**config.mk**
```make
export PLATFORM = sky130hd
export DESIGN_NAME = stage_seq
export DESIGN_NICKNAME = d
export VERILOG_FILES = /design/src/rtl/stage_pkg.sv /design/src/rtl/flag_reg.sv /design/src/rtl/stage_seq.sv
export SDC_FILE = /design/constraint.sdc
export NUM_CORES = 1
export LEC_CHECK = 0
export CORE_AREA = 2 2 39 41
export CTS_CLUSTER_SIZE = 20
export DETAILED_ROUTE_END_ITERATION = 7
export DIE_AREA = 0 0 41 43
export DONT_BUFFER_PORTS = 1
export PLACE_DENSITY_LB_ADDON = 0.25
export SLEW_MARGIN = 20
export SYNTH_ARGS = -nofsm -noshare
export SYNTH_HDL_FRONTEND = slang
export SYNTH_HIERARCHICAL = 1
export SYNTH_SLANG_ARGS = --single-unit
```
**constraint.sdc**
```tcl
create_clock -name clk -period 1.8 [get_ports clk]
set_clock_uncertainty 0.15 [all_clocks]
set_input_delay 0.09 -clock clk [delete_from_list [all_inputs] [get_ports clk]]
set_output_delay 0.09 -clock clk [all_outputs]
set_load 0.1 [all_outputs]
```
**src/rtl/stage_pkg.sv**
```systemverilog
// Shared types for the stage sequencer: stage codes, branch conditions, flag bit positions.
// Latency: n/a (types and constants only).
// Backpressure: n/a.
package stage_pkg;

    // Pipeline stage code presented to the ALU; IDLE also reports FETCH.
    typedef enum logic [1:0] {
        STG_FETCH = 2'b00,
        STG_EXEC  = 2'b01,
        STG_MEM   = 2'b10,
        STG_WB    = 2'b11
    } stage_t;

    // Branch condition codes, evaluated against the stored flags in WB.
    typedef enum logic [2:0] {
        BR_NEVER  = 3'b000,
        BR_ALWAYS = 3'b001,
        BR_EQ     = 3'b010,
        BR_NE     = 3'b011,
        BR_GT     = 3'b100,
        BR_LT     = 3'b101,
        BR_C      = 3'b110,
        BR_Z      = 3'b111
    } br_cond_t;

    // Sequencer state: the low two bits are the stage code, bit 2 marks IDLE
    // so that IDLE reads back as stage 00.
    typedef enum logic [2:0] {
        ST_FETCH = {1'b0, STG_FETCH},
        ST_EXEC  = {1'b0, STG_EXEC},
        ST_MEM   = {1'b0, STG_MEM},
        ST_WB    = {1'b0, STG_WB},
        ST_IDLE  = 3'b100
    } state_t;

    // Bit positions inside the packed {c,eq,gt,lt,z} flag word.
    localparam int FLAG_W  = 5;
    localparam int FLAG_C  = 4;
    localparam int FLAG_EQ = 3;
    localparam int FLAG_GT = 2;
    localparam int FLAG_LT = 1;
    localparam int FLAG_Z  = 0;

    // Stage code seen by the ALU for a given sequencer state.
    function automatic stage_t state_to_stage(input state_t s);
        return stage_t'(s[1:0]);
    endfunction

endpackage

```
**src/rtl/flag_reg.sv**
```systemverilog
// Stored ALU flags with carry feedback and branch-condition evaluation.
// Latency: flags load on the clock edge after load=1; branch_taken is combinational.
// Backpressure: none; load is a plain enable and the outputs are always valid.
module flag_reg
    import stage_pkg::*;
(
    input  logic                clk,
    input  logic                rst_n,
    input  logic                load,
    input  logic [FLAG_W-1:0]   flags_in,
    input  logic [2:0]          br_cond,
    input  logic                in_wb,
    output logic [FLAG_W-1:0]   flags,
    output logic                c_i,
    output logic                branch_taken
);

    logic [FLAG_W-1:0] flags_q;
    logic [FLAG_W-1:0] flags_d;
    logic              cond_true;

    // Next flag value: capture the ALU flags when asked, otherwise hold.
    always_comb begin
        flags_d = flags_q;
        if (load) begin
            flags_d = flags_in;
        end
    end

    // Flag storage, cleared by reset.
    always_ff @(posedge clk or negedge rst_n) begin
        if (!rst_n) begin
            flags_q <= '0;
        end else begin
            flags_q <= flags_d;
        end
    end

    // Decode the branch condition against the stored flags; only WB may report a taken branch.
    always_comb begin
        cond_true = 1'b0;
        case (br_cond_t'(br_cond))
            BR_NEVER:  cond_true = 1'b0;
            BR_ALWAYS: cond_true = 1'b1;
            BR_EQ:     cond_true = flags_q[FLAG_EQ];
            BR_NE:     cond_true = ~flags_q[FLAG_EQ];
            BR_GT:     cond_true = flags_q[FLAG_GT];
            BR_LT:     cond_true = flags_q[FLAG_LT];
            BR_C:      cond_true = flags_q[FLAG_C];
            BR_Z:      cond_true = flags_q[FLAG_Z];
            default:   cond_true = 1'b0;
        endcase
        branch_taken = in_wb & cond_true;
    end

    assign flags = flags_q;
    assign c_i   = flags_q[FLAG_C];

endmodule

```
**src/rtl/stage_seq.sv**
```systemverilog
// Instruction stage sequencer IDLE->FETCH->EXEC->MEM->WB with flag capture and branch decision.
// Latency: 4 cycles per instruction, plus one cycle for every cycle mem_busy holds MEM.
// Backpressure: mem_busy stalls in MEM only; start is ignored unless IDLE. Optional macro STAGE_SEQ_CYCLE_CNT_EN adds cycle_cnt.
module stage_seq
    import stage_pkg::*;
(
    input  logic        clk,
    input  logic        rst_n,
    input  logic        start,
    input  logic        halt_i,
    input  logic        mem_busy,
    input  logic        flag_we,
    input  logic        c_o,
    input  logic        equal,
    input  logic        gt,
    input  logic        lt,
    input  logic        zero,
    input  logic [2:0]  br_cond,
    output logic [1:0]  stage,
    output logic        c_i,
    output logic [4:0]  flags,
    output logic        pc_en,
    output logic        reg_we,
    output logic        branch_taken,
    output logic        running,
`ifdef STAGE_SEQ_CYCLE_CNT_EN
    output logic [15:0] cycle_cnt,
`endif
    output logic        done
);

    state_t state_q;
    state_t state_d;
    logic   done_q;
    logic   done_d;
    logic   in_idle;
    logic   in_exec;
    logic   in_wb;
    logic   flag_load;
    logic [FLAG_W-1:0] alu_flags;

    assign in_idle = (state_q == ST_IDLE);
    assign in_exec = (state_q == ST_EXEC);
    assign in_wb   = (state_q == ST_WB);

    // Next-state logic: fixed single-cycle FETCH/EXEC, MEM waits on the memory, WB retires or halts.
    always_comb begin
        state_d = state_q;
        case (state_q)
            ST_IDLE:  if (start)     state_d = ST_FETCH;
            ST_FETCH:                state_d = ST_EXEC;
            ST_EXEC:                 state_d = ST_MEM;
            ST_MEM:   if (!mem_busy) state_d = ST_WB;
            ST_WB:    state_d = halt_i ? ST_IDLE : ST_FETCH;
            default:                 state_d = ST_IDLE;
        endcase
    end

    // Sticky halt indication: set when WB retires a halt, cleared when the next run starts.
    always_comb begin
        done_d = done_q;
        if (in_idle && start) begin
            done_d = 1'b0;
        end else if (in_wb && halt_i) begin
            done_d = 1'b1;
        end
    end

    // State and status registers.
    always_ff @(posedge clk or negedge rst_n) begin
        if (!rst_n) begin
            state_q <= ST_IDLE;
            done_q  <= 1'b0;
        end else begin
            state_q <= state_d;
            done_q  <= done_d;
        end
    end

    // Strobes decode straight from the state so a reset drops them in the same instant.
    always_comb begin
        stage   = state_to_stage(state_q);
        running = ~in_idle;
        reg_we  = in_wb;
        pc_en   = in_wb & ~halt_i;
        done    = done_q;
    end

    // Flags are captured on the edge that leaves EXEC.
    assign flag_load = in_exec & flag_we;

    always_comb begin
        alu_flags          = '0;
        alu_flags[FLAG_C]  = c_o;
        alu_flags[FLAG_EQ] = equal;
        alu_flags[FLAG_GT] = gt;
        alu_flags[FLAG_LT] = lt;
        alu_flags[FLAG_Z]  = zero;
    end

    flag_reg u_flag_reg (
        .clk          (clk),
        .rst_n        (rst_n),
        .load         (flag_load),
        .flags_in     (alu_flags),
        .br_cond      (br_cond),
        .in_wb        (in_wb),
        .flags        (flags),
        .c_i          (c_i),
        .branch_taken (branch_taken)
    );

`ifdef STAGE_SEQ_CYCLE_CNT_EN
    logic [15:0] cycle_cnt_q;
    logic [15:0] cycle_cnt_d;

    // Free-running count of busy cycles; restarts from zero on each start out of IDLE.
    always_comb begin
        cycle_cnt_d = cycle_cnt_q;
        if (!in_idle) begin
            cycle_cnt_d = cycle_cnt_q + 16'd1;
        end else if (start) begin
            cycle_cnt_d = 16'd0;
        end
    end

    // Cycle counter register.
    always_ff @(posedge clk or negedge rst_n) begin
        if (!rst_n) begin
            cycle_cnt_q <= 16'd0;
        end else begin
            cycle_cnt_q <= cycle_cnt_d;
        end
    end

    assign cycle_cnt = cycle_cnt_q;
`endif

endmodule

```
# --- After elaboration in Yosys (flattened, before gate mapping) ---
# Cells that the tools add are included.
classes:
  reduce_logical: 6
  bitwise_logic: 6
  mux: 7
  n_eq_ne: 13
op_table:
  columns: ["op", "count"]
  rows:
  - ["3-bit == test, second input constant", 5]
  - ["3-bit case mux with 5 select lines", 1]
  - ["3-bit by 2-bit == test with 1-bit output, second input constant", 4]
  - ["3-bit 2-to-1 mux", 3]
  - ["1-bit case mux with 8 select lines", 1]
  - ["3-bit by 1-bit == test with 1-bit output, second input constant", 2]
  - ["3-bit zero test", 2]
  - ["2-bit != test, second input constant", 2]
  - ["1-bit bitwise AND", 3]
  - ["1-bit NOT", 3]
  - ["1-bit logical AND", 2]
  - ["1-bit 2-to-1 mux", 2]
  - ["2-bit AND reduction", 1]
  - ["2-bit nonzero test", 1]
totals:
  regBits: 9
  input_bits: 14
  out_inout_bits: 13

# --- Longest topological paths before layout ---
depth:
  ltp_word: 4
  ltp_mapped: 4

# --- Modules after synthesis ---
# The synthesis kept the hierarchy.
modules_own_cells:
  columns: ["module", "area_per_inst_um2", "cells_per_inst", "instances", "seq_area_each_um2"]
  rows:
  - ["flag_reg", 269.0, 22, 1, 125.1]
  - ["stage_seq", 255.2, 24, 1, 101.3]

# --- Least setup slack after synthesis ---
# Ideal clock, no wire load.
synth_timing:
  kind: "register -> output"
  from: "register state_q[2] (netlist name)"
  to: "output branch_taken"
  path_slack_ns: -1.424
  arrival_time_ns: 2.984
  stages_incl_launch_ff: 5
  cell_sequence: "dfstp_2 -> buf_6 -> and3b_1 -> inv_1 -> a31oi_1"
synth_via:
  elab_chain_cells: 2
synth_lines:
  columns: ["item", "line", "rtl"]
  rows:
  - ["start: declaration", "stage_seq.sv:32", "state_t state_q;"]
  - ["start signal: assignment", "stage_seq.sv:75", "state_q <= state_d;"]
  - ["3-bit by 2-bit == test with 1-bit output", "stage_seq.sv:44", "assign in_wb = (state_q == ST_WB);"]
  - ["net reg_we", "stage_seq.sv:23", "output logic reg_we,"]
  - ["1-bit bitwise AND", "flag_reg.sv:53", "branch_taken = in_wb & cond_true;"]
  - ["end: declaration", "stage_seq.sv:24", "output logic branch_taken,"]
# The timed path passes the listed nets, and every way through them passes these cells.

# --- Worst setup path in the final report ---
layout_timing:
  from: "register state_q[2] (netlist name)"
  to: "output pc_en"
layout_via:
  elab_chain_cells: 2
layout_lines:
  columns: ["item", "line", "rtl"]
  rows:
  - ["3-bit by 2-bit == test with 1-bit output", "stage_seq.sv:44", null]
  - ["1-bit bitwise AND", "stage_seq.sv:85", "pc_en = in_wb & ~halt_i;"]
  - ["end: declaration", "stage_seq.sv:22", "output logic pc_en,"]
# Every way passes these cells.

==> impl_metrics.py <==
metrics = {
    "timing": {
        "tightest_slew_ps": 545,
        "hold_viol": 0,
        "min_period_ps": 1720,
        "setup-violations-final": 0,
        "fmax_mhz": 582,
        "period_share_pct": 95.4,
        "slew_violations": 0,
        "slew-limit-headroom_pct": 64.0,
        "rsz0062_at_grt": "no",
    },
    "global_routing": {
        "grt_pass1_wl_um": 1940,
        "overflow": 0,
        "grt_usage_pct": 16.9,
        "antenna_found_initial": 0,
        "grt_max_degree": 10,
        "grt_pass1_vias": 455,
    },
    "clocking": {
        "clkSinkCount": 9,
        "cts_tree": "built",
        "clock_path_buffers": 2,
        "clk_pin_slew_worst_paths_ps": 60,
        "cts-resized-gates": 0,
        "clock_latency_ps": 260,
        "clockRootBuffer": "clkbuf_4",
        "htreeDepth": 1,
        "numCtsBuffers": 3,
    },
    "placed_design": {
        "io_buffers": 0,
        "dpl.hpwl_um": 882,
        "gp_congestion": 0.803,
        "placed_area_um2": 664,
    },
    "yosys": {
        "synth.area.top_cells": "dfrtp_1 (38%), buf_6 (6.4%), mux2_1 (6.4%), dfstp_2 (5.0%), buf_4 (4.3%)",
        "post-synth-top-count-cell": "dfrtp_1",
        "syn_nets": 60,
        "syn-mean-instance-area_um2": 11.4,
        "synth.ff_latch_count": 9,
        "async_reset_ff_share_pct": 100,
        "synth_top_cell_by_area": "dfrtp_1",
        "yosysSeqAreaShare_pct": 43.2,
        "synth_cells": 46,
        "ys_warn_count": 6,
        "synth_edf_count": 0,
        "syn_area_um2": 524,
        "ys_types": 25,
        "ys.flop_type": "dfrtp_1",
        "synth_top_area_share_pct": 38.2,
        "synth_commonest_cells": "dfrtp_1 (8), buf_4 (3), buf_6 (3), mux2_1 (3), nor2_1 (3)",
    },
    "die": {
        "dieArea_um2": 1760,
        "num_io_pins": 27,
        "start_util_pct": 37.9,
        "chipWidth_um": 41,
        "core_um2": 1380,
        "die_y_um": 43,
        "num_rows": 14,
    },
    "drt": {
        "vias": 429,
        "routed_wl_um": 1180,
        "drc": 0,
        "final_antenna_net_count": 0,
        "drt-initial-drc-count": 2,
        "drtPass1Iterations": 4,
        "wire_per_inst_um": 13.8,
        "vias_per_cell": 5.05,
    },
    "finish": {
        "nets": 84,
        "utilization_pct": 57.1,
        "diodes": 0,
        "fin_area_um2": 791,
        "area_growth_syn_to_layout_pct": 50.8,
        "drive_above_1_share_pct": 49.3,
    },
    "setup_path": {
        "critPathLaunchType": "flop",
        "worstPathCellList": "and3b_4, and2b_2, buf_12",
        "crit_slowest_cell": "dfstp_2",
        "reg2reg_to": "state_q[2]",
        "setup.worst_path.class": "reg -> out",
        "r2r_slack_ps": 80,
        "cp_slowest_stage_delay_ps": 600,
        "r2r_cells": 4,
        "crit-reg2reg-launch": "state_q[0]",
        "cp.required_ps": 1560,
        "cp_max_fo": 9,
        "worstSetupEndpointType": "output port",
        "cp.arrival_ps": 1480,
    },
    "run": {
        "cap_violations": 0,
    },
    "worst_hold_path": {
        "hold_class": "in -> async",
    },
    "status": {
        "run_status": "complete, no violations",
    },
}
[state kept, by name, summed over array words and instances (netlist names)]
register          flops
done                  1
state_q               3
u_flag_reg/flags      5
[per-layer routing]
layer  GRT usage, %  up-vias  routed length, µm
met4           12.0        0                 31
met1           18.2      204                477
met3           5.24        3                 81
met2           26.3       14                584
met5              0        -                  0
li1               -      208                  -
[logic make-up (layout without fill, tap and decap cells)]
kind of cell           after synthesis  count (layout)  share of synthesized area (%)
AND/OR/NAND/NOR                     13              13                           15.3
AO/OA/AOI/OAI                        9               9                           14.1
flip-flops                           9               9                           43.2
buffers and inverters                8              31                           12.2
multiplexers                         6               6                           13.6
XOR/XNOR                             1               1                           1.67
[worst max-delay path, delay by kind of cell (launching register included)]
family	cells	cell delay [ps]
and+or+nand+nor	2	440
buffers and inverters	1	160
DFF	1	600
[area by class of cell]
cell class                 count  area (µm²)
timing repair buffer          25         250
tap                           16        20.0
fill                         120         593
clock buffer                   4        26.3
multi-input combinational     29         254
inverter                       2        7.51
sequential                     9         233
[cell usage in the layout (no fill, tap or decap)]
cell / netlist / layout
buf_4: 3 / 12
dfrtp_2: 0 / 5
mux2_4: 1 / 1
nor4bb_1: 1 / 1
xnor2_1: 1 / 1
mux2_1: 3 / 3
a22o_1: 1 / 1
dlygate4sd3_1: 0 / 10
nand2_1: 1 / 1
nand2b_1: 2 / 2
and2b_2: 0 / 1
inv_2: 0 / 1
o211ai_2: 1 / 1
dfstp_2: 1 / 1
buf_12: 0 / 3
a31oi_1: 2 / 1
mux2_2: 2 / 2
a21bo_2: 2 / 2
dfrtp_1: 8 / 3
clkbuf_4: 0 / 3
clkbuf_1: 0 / 1
a211oi_1: 1 / 1
nand3_1: 2 / 2
inv_1: 2 / 1
o21ai_0: 1 / 1
and3b_4: 0 / 1
nor3b_1: 1 / 1
a21o_1: 1 / 1
nand4b_1: 1 / 1
nor2_1: 3 / 3
a31oi_4: 0 / 1
[per-stage QoR]
step | hold slack [ps] | TNS [ps] | instances | worst slack [ps]
floorplan | -356 | -155 | 46 | -104
global placement | -355 | 0 | 71 | 350
detailed placement | -355 | 0 | 71 | 322
CTS | 45.4 | 0 | 85 | 72.4
global route | 67.1 | 0 | 85 | 30.1
finish | 45.5 | 0 | 85 | 82.1
[worst max-delay path by stage]
stage | to | start | slack, ps | cells after the start
finish | pc_en | state_q[2] | 80 | 3
global route | state_q[2] | state_q[0] | 30 | 4
CTS | pc_en | state_q[2] | 70 | 3
detailed placement | u_flag_reg/flags[3] | state_q[1] | 320 | 3
floorplan | branch_taken | state_q[2] | -100 | 4
global placement | u_flag_reg/flags[0] | state_q[1] | 350 | 3
[repair_timing]
item	4_1_cts	5_1_grt
hold endpoints to repair	17	0
buffers inserted	0	0
hold buffers	10	0
Power is not shown: default switching activity piles up to over one toggle a cycle in this logic, so the estimate is an artifact.
